$ cat config.mk
export PLATFORM = sky130hd
export DESIGN_NAME = muu_sequencer_flat
export DESIGN_NICKNAME = d
export VERILOG_FILES = /design/src/rtl/muu_sequencer_if.sv /design/src/rtl/muu_sequencer.sv /design/src/flat_wrapper.sv
export SDC_FILE = /design/constraint.sdc
export NUM_CORES = 1
export LEC_CHECK = 0
export BUFFER_PORTS_ARGS = -buffer_cell sky130_fd_sc_hd__clkbuf_2
export CAP_MARGIN = 15
export CORE_UTILIZATION = 65
export CTS_CLUSTER_DIAMETER = 40
export DETAILED_ROUTE_END_ITERATION = 6
export GPL_TIMING_DRIVEN = 0
export PLACE_DENSITY = 0.87
export SETUP_SLACK_MARGIN = 0.05
export SLEW_MARGIN = 20
export SYNTH_ARGS = -nofsm -noshare
export SYNTH_HDL_FRONTEND = slang
export SYNTH_SLANG_ARGS = --single-unit
$ cat constraint.sdc
create_clock -name muu_clock -period 9.61 [get_ports muu_clock]
set_input_delay 0.4805 -clock muu_clock [delete_from_list [all_inputs] [get_ports muu_clock]]
set_output_delay 0.4805 -clock muu_clock [all_outputs]
set_load 0.02 [all_outputs]
$ cat src/rtl/muu_sequencer_if.sv
// Request/response bundle between decode and the multiply/divide sequencer, plus the HI/LO read path.
interface muu_sequencer_if #(
  parameter int DATA_WIDTH = 32,
  parameter int OPC_WIDTH  = 4
);
  logic                  op_valid;
  logic                  op_ready;
  logic [OPC_WIDTH-1:0]  op_code;
  logic [DATA_WIDTH-1:0] operand_a;
  logic [DATA_WIDTH-1:0] operand_b;
  logic                  abort;
  logic                  busy;
  logic                  done;
  logic                  div_by_zero;
  logic [DATA_WIDTH-1:0] hi;
  logic [DATA_WIDTH-1:0] lo;

  modport master (
    output op_valid, op_code, operand_a, operand_b, abort,
    input  op_ready, busy, done, div_by_zero, hi, lo
  );

  modport slave (
    input  op_valid, op_code, operand_a, operand_b, abort,
    output op_ready, busy, done, div_by_zero, hi, lo
  );
endinterface

$ cat src/rtl/muu_sequencer.sv
// Iterative MIPS mul/div sequencer owning HI/LO: 34-cycle mul/div, 2-cycle div-by-zero, 1-cycle MTHI/MTLO;
// accepts only in IDLE (op_ready). Define MUU_FAST_MULT_EN for single-shot multiplies (2-cycle latency).
module muu_sequencer #(
  parameter int DATA_WIDTH = 32,
  parameter int OPC_WIDTH  = 4
) (
  input logic            muu_clock,
  input logic            reset_n,
  muu_sequencer_if.slave bus
);
  localparam int W  = DATA_WIDTH;
  localparam int CW = $clog2(DATA_WIDTH);

  localparam logic [2:0] S_IDLE  = 3'd0;
  localparam logic [2:0] S_MUL   = 3'd1;
  localparam logic [2:0] S_DIV   = 3'd2;
  localparam logic [2:0] S_FINAL = 3'd3;
  localparam logic [2:0] S_DONE  = 3'd4;

  localparam logic [OPC_WIDTH-1:0] OP_MULT  = 'd0;
  localparam logic [OPC_WIDTH-1:0] OP_MULTU = 'd1;
  localparam logic [OPC_WIDTH-1:0] OP_DIV   = 'd2;
  localparam logic [OPC_WIDTH-1:0] OP_DIVU  = 'd3;
  localparam logic [OPC_WIDTH-1:0] OP_MADD  = 'd4;
  localparam logic [OPC_WIDTH-1:0] OP_MADDU = 'd5;
  localparam logic [OPC_WIDTH-1:0] OP_MSUB  = 'd6;
  localparam logic [OPC_WIDTH-1:0] OP_MSUBU = 'd7;
  localparam logic [OPC_WIDTH-1:0] OP_MTHI  = 'd8;
  localparam logic [OPC_WIDTH-1:0] OP_MTLO  = 'd9;

  logic [2:0]           state;
  logic [CW-1:0]        cnt;
  logic [OPC_WIDTH-1:0] op;
  logic                 neg_q, neg_r, dbz;
  logic [2*W-1:0]       acc, mcand;
  logic [W-1:0]         opb;
  logic [W-1:0]         hi_q, lo_q;

  logic                 accept, is_signed, is_mul, is_div, a_neg, b_neg;
  logic [W-1:0]         mag_a, mag_b;
  logic [W:0]           div_shift, div_trial;
  logic [2*W-1:0]       prod_s, final_res;

  assign accept = bus.op_valid && (state == S_IDLE) && !bus.abort;

  always_comb begin
    is_signed = 1'b0;
    is_mul    = 1'b0;
    is_div    = 1'b0;
    case (bus.op_code)
      OP_MULT, OP_MADD, OP_MSUB:    begin is_mul = 1'b1; is_signed = 1'b1; end
      OP_MULTU, OP_MADDU, OP_MSUBU: is_mul = 1'b1;
      OP_DIV:                       begin is_div = 1'b1; is_signed = 1'b1; end
      OP_DIVU:                      is_div = 1'b1;
      default:                      ;
    endcase
  end

  // The loop works on magnitudes; signs are reapplied in FINAL.
  assign a_neg = is_signed && bus.operand_a[W-1];
  assign b_neg = is_signed && bus.operand_b[W-1];
  assign mag_a = a_neg ? -bus.operand_a : bus.operand_a;
  assign mag_b = b_neg ? -bus.operand_b : bus.operand_b;

  // Restoring step: remainder lives in acc[2W-1:W], dividend/quotient shifts through acc[W-1:0].
  assign div_shift = {acc[2*W-1:W], acc[W-1]};
  assign div_trial = div_shift - {1'b0, opb};

  assign prod_s = neg_q ? -acc : acc;

  always_comb begin
    final_res = {hi_q, lo_q};
    case (op)
      OP_MULT, OP_MULTU: final_res = prod_s;
      OP_MADD, OP_MADDU: final_res = {hi_q, lo_q} + prod_s;
      OP_MSUB, OP_MSUBU: final_res = {hi_q, lo_q} - prod_s;
      OP_DIV, OP_DIVU:   final_res = {neg_r ? -acc[2*W-1:W] : acc[2*W-1:W],
                                      neg_q ? -acc[W-1:0]   : acc[W-1:0]};
      default:           ;
    endcase
  end

  always_ff @(posedge muu_clock or negedge reset_n) begin
    if (!reset_n) begin
      state <= S_IDLE;
      cnt   <= '0;
      op    <= '0;
      neg_q <= 1'b0;
      neg_r <= 1'b0;
      dbz   <= 1'b0;
      acc   <= '0;
      mcand <= '0;
      opb   <= '0;
      hi_q  <= '0;
      lo_q  <= '0;
    end else begin
      case (state)
        S_IDLE: if (accept) begin
          op    <= bus.op_code;
          cnt   <= '0;
          dbz   <= 1'b0;
          neg_q <= a_neg ^ b_neg;
          neg_r <= a_neg;
          opb   <= mag_b;
          mcand <= {{W{1'b0}}, mag_a};
          if (is_mul) begin
`ifdef MUU_FAST_MULT_EN
            acc   <= {{W{1'b0}}, mag_a} * {{W{1'b0}}, mag_b};
            state <= S_FINAL;
`else
            acc   <= '0;
            state <= S_MUL;
`endif
          end else if (is_div) begin
            acc <= {{W{1'b0}}, mag_a};
            if (mag_b == '0) begin
              dbz   <= 1'b1;
              state <= S_FINAL;
            end else begin
              state <= S_DIV;
            end
          end else if (bus.op_code == OP_MTHI) begin
            hi_q  <= bus.operand_a;
            state <= S_DONE;
          end else if (bus.op_code == OP_MTLO) begin
            lo_q  <= bus.operand_a;
            state <= S_DONE;
          end
        end
        S_MUL: if (bus.abort) begin
          state <= S_IDLE;
        end else begin
          if (opb[0]) acc <= acc + mcand;
          mcand <= mcand << 1;
          opb   <= opb >> 1;
          cnt   <= cnt + 1'b1;
          if (cnt == CW'(W-1)) state <= S_FINAL;
        end
        S_DIV: if (bus.abort) begin
          state <= S_IDLE;
        end else begin
          if (!div_trial[W]) acc <= {div_trial[W-1:0], acc[W-2:0], 1'b1};
          else               acc <= {div_shift[W-1:0], acc[W-2:0], 1'b0};
          cnt <= cnt + 1'b1;
          if (cnt == CW'(W-1)) state <= S_FINAL;
        end
        S_FINAL: if (bus.abort) begin
          state <= S_IDLE;
        end else begin
          state <= S_DONE;
          if (!dbz) {hi_q, lo_q} <= final_res;
        end
        default: state <= S_IDLE;
      endcase
    end
  end

  assign bus.op_ready    = (state == S_IDLE);
  assign bus.busy        = (state != S_IDLE) && (state != S_DONE);
  assign bus.done        = (state == S_DONE);
  assign bus.div_by_zero = (state == S_DONE) && dbz;
  assign bus.hi          = hi_q;
  assign bus.lo          = lo_q;
endmodule
$ cat src/flat_wrapper.sv
// flat-port wrapper written by rule: the top's interface ports become plain ports
module muu_sequencer_flat 
#(
  parameter int DATA_WIDTH = 32,
  parameter int OPC_WIDTH  = 4
)
  (muu_clock, reset_n, bus_op_valid, bus_op_code, bus_operand_a, bus_operand_b, bus_abort, bus_op_ready, bus_busy, bus_done, bus_div_by_zero, bus_hi, bus_lo);
  muu_sequencer_if #(.DATA_WIDTH(DATA_WIDTH), .OPC_WIDTH(OPC_WIDTH)) bus_i ();
  input logic muu_clock;
  input logic reset_n;
  input wire logic [$bits(bus_i.op_valid)-1:0] bus_op_valid;
  input wire logic [$bits(bus_i.op_code)-1:0] bus_op_code;
  input wire logic [$bits(bus_i.operand_a)-1:0] bus_operand_a;
  input wire logic [$bits(bus_i.operand_b)-1:0] bus_operand_b;
  input wire logic [$bits(bus_i.abort)-1:0] bus_abort;
  output wire logic [$bits(bus_i.op_ready)-1:0] bus_op_ready;
  output wire logic [$bits(bus_i.busy)-1:0] bus_busy;
  output wire logic [$bits(bus_i.done)-1:0] bus_done;
  output wire logic [$bits(bus_i.div_by_zero)-1:0] bus_div_by_zero;
  output wire logic [$bits(bus_i.hi)-1:0] bus_hi;
  output wire logic [$bits(bus_i.lo)-1:0] bus_lo;
  assign bus_i.op_valid = bus_op_valid;
  assign bus_i.op_code = bus_op_code;
  assign bus_i.operand_a = bus_operand_a;
  assign bus_i.operand_b = bus_operand_b;
  assign bus_i.abort = bus_abort;
  assign bus_op_ready = bus_i.op_ready;
  assign bus_busy = bus_i.busy;
  assign bus_done = bus_i.done;
  assign bus_div_by_zero = bus_i.div_by_zero;
  assign bus_hi = bus_i.hi;
  assign bus_lo = bus_i.lo;
  muu_sequencer #(.DATA_WIDTH(DATA_WIDTH), .OPC_WIDTH(OPC_WIDTH)) u_core (.muu_clock(muu_clock), .reset_n(reset_n), .bus(bus_i));
endmodule
==> run metrics <==
Synth Register Bits=~240; via count of the first global-routing pass=28100; post-synthesis xor/xnor area fraction=roughly 12%; Most common cell on crit path=clkbuf_1; total power=roughly 11 mW; adder and majority gate portion of the synthesized area=roughly 8.2%; nets=about 3800; Worst Reg2Reg Path Length in Cells=20; largest net degree at the start of global routing=between 90 and 100; setup violators final=0; Ports=140; Avg Inst Size Synth=around 7.6 sq um; worst hold endpoint=u_core.op[1]; crit start category=register; CP peak stage delay=630 ps; CTS tree=built; DRC violations left=11; DP HPWL=about 82000 um; clk slew on worst S/H paths=approximately 50 ps; CP cell instances=clkbuf_1 -> clkbuf_1 -> clkbuf_1 -> clkbuf_1 -> buf_1 -> mux2i_1 -> xor2_1 -> inv_1 -> ha_1 -> nand2b_1 -> a21oi_1 -> o311ai_0 -> a22o_1 -> nor3b_1 -> nor2_1 -> o21ai_0 -> a31oi_1 -> o21ai_0 -> xnor2_1 -> o311ai_2; Post-CTS Resized=0; largest family of logic cells by synthesized area=compound AO/OA/AOI/OAI gates; Initial Utilization=between 60% and 70%; Num CTS Buffers=40; WL final=105000 um; Setup Skew=around 46 ps; Reg2Reg Launch Point=u_core.neg_q; Max Root-Sink Buffers=3; most frequent cells in the layout=nand2_1 (347), nor2_1 (306), a21oi_1 (302); crit path DAT=8240 ps; first-pass GRT wire length=roughly 160000 um; DRT antenna net count=0; status=finished, violations left; Die H=roughly 200 um; Slew @ Worst Pin=1090 ps; P_leak=roughly 13 nW; crit path kind=register to register; clk sink count=approximately 240; Crit Path Max Fanout=10; routed via count=approximately 30000; fin crit share=80.8%; worst r2r dst=u_core.bus.hi[31]; async set-reset flop share out of synthesis=100%; VDD IR max=0.306 mV; CP Data Required Time=between 10000 and 15000 ps; fmax=between 0.1 and 0.15 GHz; Pre-antenna DRT Iters=7; number of synthesized flops with an enable pin=0; Final Hold Vio Count=0; Syn Nets=~3700; mux cell area share after synthesis=under 10%; clock root cell=clkbuf_16; setup repair bufs after CTS=0; ys flop type=dfrtp_1; failing checks=design-rule violations; Seq/Total Area, Yosys=about 23%; R2R Setup Slk=roughly 1800 ps; Area growth syn-to-layout=10.8%; Slew Viols, Final=0; hold buffer count at cts=1; RSZ-0062 raised after global routing=no; HP Class=primary input to register; Port Buffers=roughly 140; Worst Setup End Kind=register; H-tree level count=2; simple-gate share of the synthesized area=about a fifth; compound-gate portion of the synthesized area=a little over 30%; core area=~0.039 sq mm; setup TNS=0 ps; DRT iter0 DRCs=between 4000 and 5000; initial antenna violation count=3; Worst-Skew Late Latency=around 620 ps; CP max-delay cell=o21ai_0; vias per cell=between 7 and 8; GRT Total Usage=50.9%; post-synthesis cell count=between 3000 and 4000; Core Rows=a little over 70; Cells on Worst Hold Path=3; WL/cell=around 25 um; RePlAce Congestion=1.08; mapped cell area=about 0.026 sq mm; max_cap viols=0; die area=between 0.04 and 0.05 sq mm; GRT Residual Overflow=0; Die X-Extent=just over 200 um; Distinct cells, synth=95; synth warn=0; crit path time final=7760 ps; commonest non-fill, non-tap cell in the layout=nand2_1; layout cell share with drive strength beyond 1=7.80%; PD cells=368 mW/mm^2; hold_sp=bus_op_code[1]; Slew HR=between 20 and 30%
[per-layer routing]
layer,part of all wire (%),track usage (%)
met1,37,64.5
met4,7.7,34.1
met3,14,15.0
met2,41,74.7
met5,0.027,0
[power by group]
part / total, mW / switching [mW] / internal [mW]
Combinational: 7.30 / 4.68 / 2.63
Clock: 1.52 / 0.584 / 0.936
Sequential: 1.78 / 0.450 / 1.33
[worst max-delay path by stage]
stage                  start           endpoint  slack, ps  cells after the start
3_5_place_dp    u_core.neg_q  u_core.bus.hi[31]       2120                     20
2_1_floorplan  u_core.acc[0]  u_core.bus.hi[31]       3750                     24
4_1_cts         u_core.neg_q  u_core.bus.hi[31]       2100                     20
6_report        u_core.neg_q  u_core.bus.hi[31]       1850                     20
3_3_place_gp    u_core.neg_q  u_core.bus.hi[31]       2210                     20
5_1_grt        u_core.acc[0]  u_core.bus.hi[31]       1560                     25
[Yosys cell counts, types with 7 or more instances]
cell	count	area share (%)
nand2_1	347	5.0
nor2_1	307	4.4
a21oi_1	302	5.8
o21ai_0	278	5.3
dfrtp_1	238	23
clkbuf_1	182	2.6
xor2_1	175	5.9
xnor2_1	167	5.6
ha_1	165	7.9
inv_1	95	1.4
a21o_1	90	2.6
nand3_1	70	1.3
o31ai_1	70	2.0
a211oi_1	59	1.7
nand4_1	56	1.3
nor3_1	55	1.1
a31oi_1	51	1.2
mux2i_1	44	1.7
o21a_1	43	1.2
o211ai_1	42	1.2
o221ai_1	37	1.2
a22o_1	34	1.1
or3_1	34	0.82
nor4_1	32	0.77
nand2b_1	31	0.75
and2_1	30	0.72
a221oi_1	26	0.88
and3_1	25	0.60
buf_1	22	0.32
o21bai_1	20	0.58
nor2b_1	17	0.41
o22ai_1	15	0.36
o41ai_1	14	0.47
or4_1	14	0.40
a211o_1	13	0.44
buf_2	12	0.23
nor3b_1	12	0.35
and4_1	10	0.34
nand3b_1	10	0.29
o21ai_1	10	0.19
a22oi_1	9	0.26
o31a_1	9	0.30
nor4_2	8	0.38
or2_2	7	0.17
[final cells by class]
cell class	count	area, sq um
Inverter	95	357
Tap cell	518	648
Sequential cell	238	5960
Timing Repair Buffer	140	759
Clock buffer	48	1060
Fill cell	3131	10300
Antenna cell	1	2.50
Buffer	222	886
Clock inverter	25	327
Multi-Input combinational cell	2859	18800
[stage by stage]
step	cells	hold WS [ps]	worst slack [ps]	utilization [%]	area, sq um
2_1_floorplan	3414	185	3750	-	26000
3_3_place_gp	4069	485	2210	70.0	27400
3_5_place_dp	4071	498	2120	70.1	27400
4_1_cts	4145	152	2100	73.7	28800
5_1_grt	4146	151	1560	73.7	28800
6_report	4146	146	1850	73.7	28800
[kinds of logic (layout without fill, tap and decap cells)]
logic type / Yosys count / after routing
buffers and inverters: 317 / 530
adders and majority gates: 168 / 168
DFF: 238 / 238
other: 0 / 1
muxes: 45 / 45
xor gates and xnor gates: 342 / 342
AOI/OAI and AO/OA: 1207 / 1207
and+or+nand+nor: 1097 / 1097
[registers in the layout, indices dropped and copies added, names as in the netlist]
| register | count |
|---|---|
| u_core.mcand | 64 |
| u_core.op | 3 |
| u_core.state | 3 |
| u_core.cnt | 5 |
| u_core.opb | 32 |
| u_core.neg_r | 1 |
| u_core.dbz | 1 |
| u_core.acc | 64 |
| u_core.neg_q | 1 |
| u_core.bus.hi | 32 |
| u_core.bus.lo | 32 |
[worst max-delay path: cells and delay by family, from the launching register on]
kind / cells / cell delay, ps
XOR/XNOR: 2 / 420
adder cells (fa/ha/maj): 1 / 290
AND/OR/NAND/NOR: 3 / 790
AO/OA/AOI/OAI: 7 / 2580
flip-flops: 1 / 360
multiplexers: 1 / 450
buffers and inverters: 6 / 2730
Power figures use the tool's default switching activity.
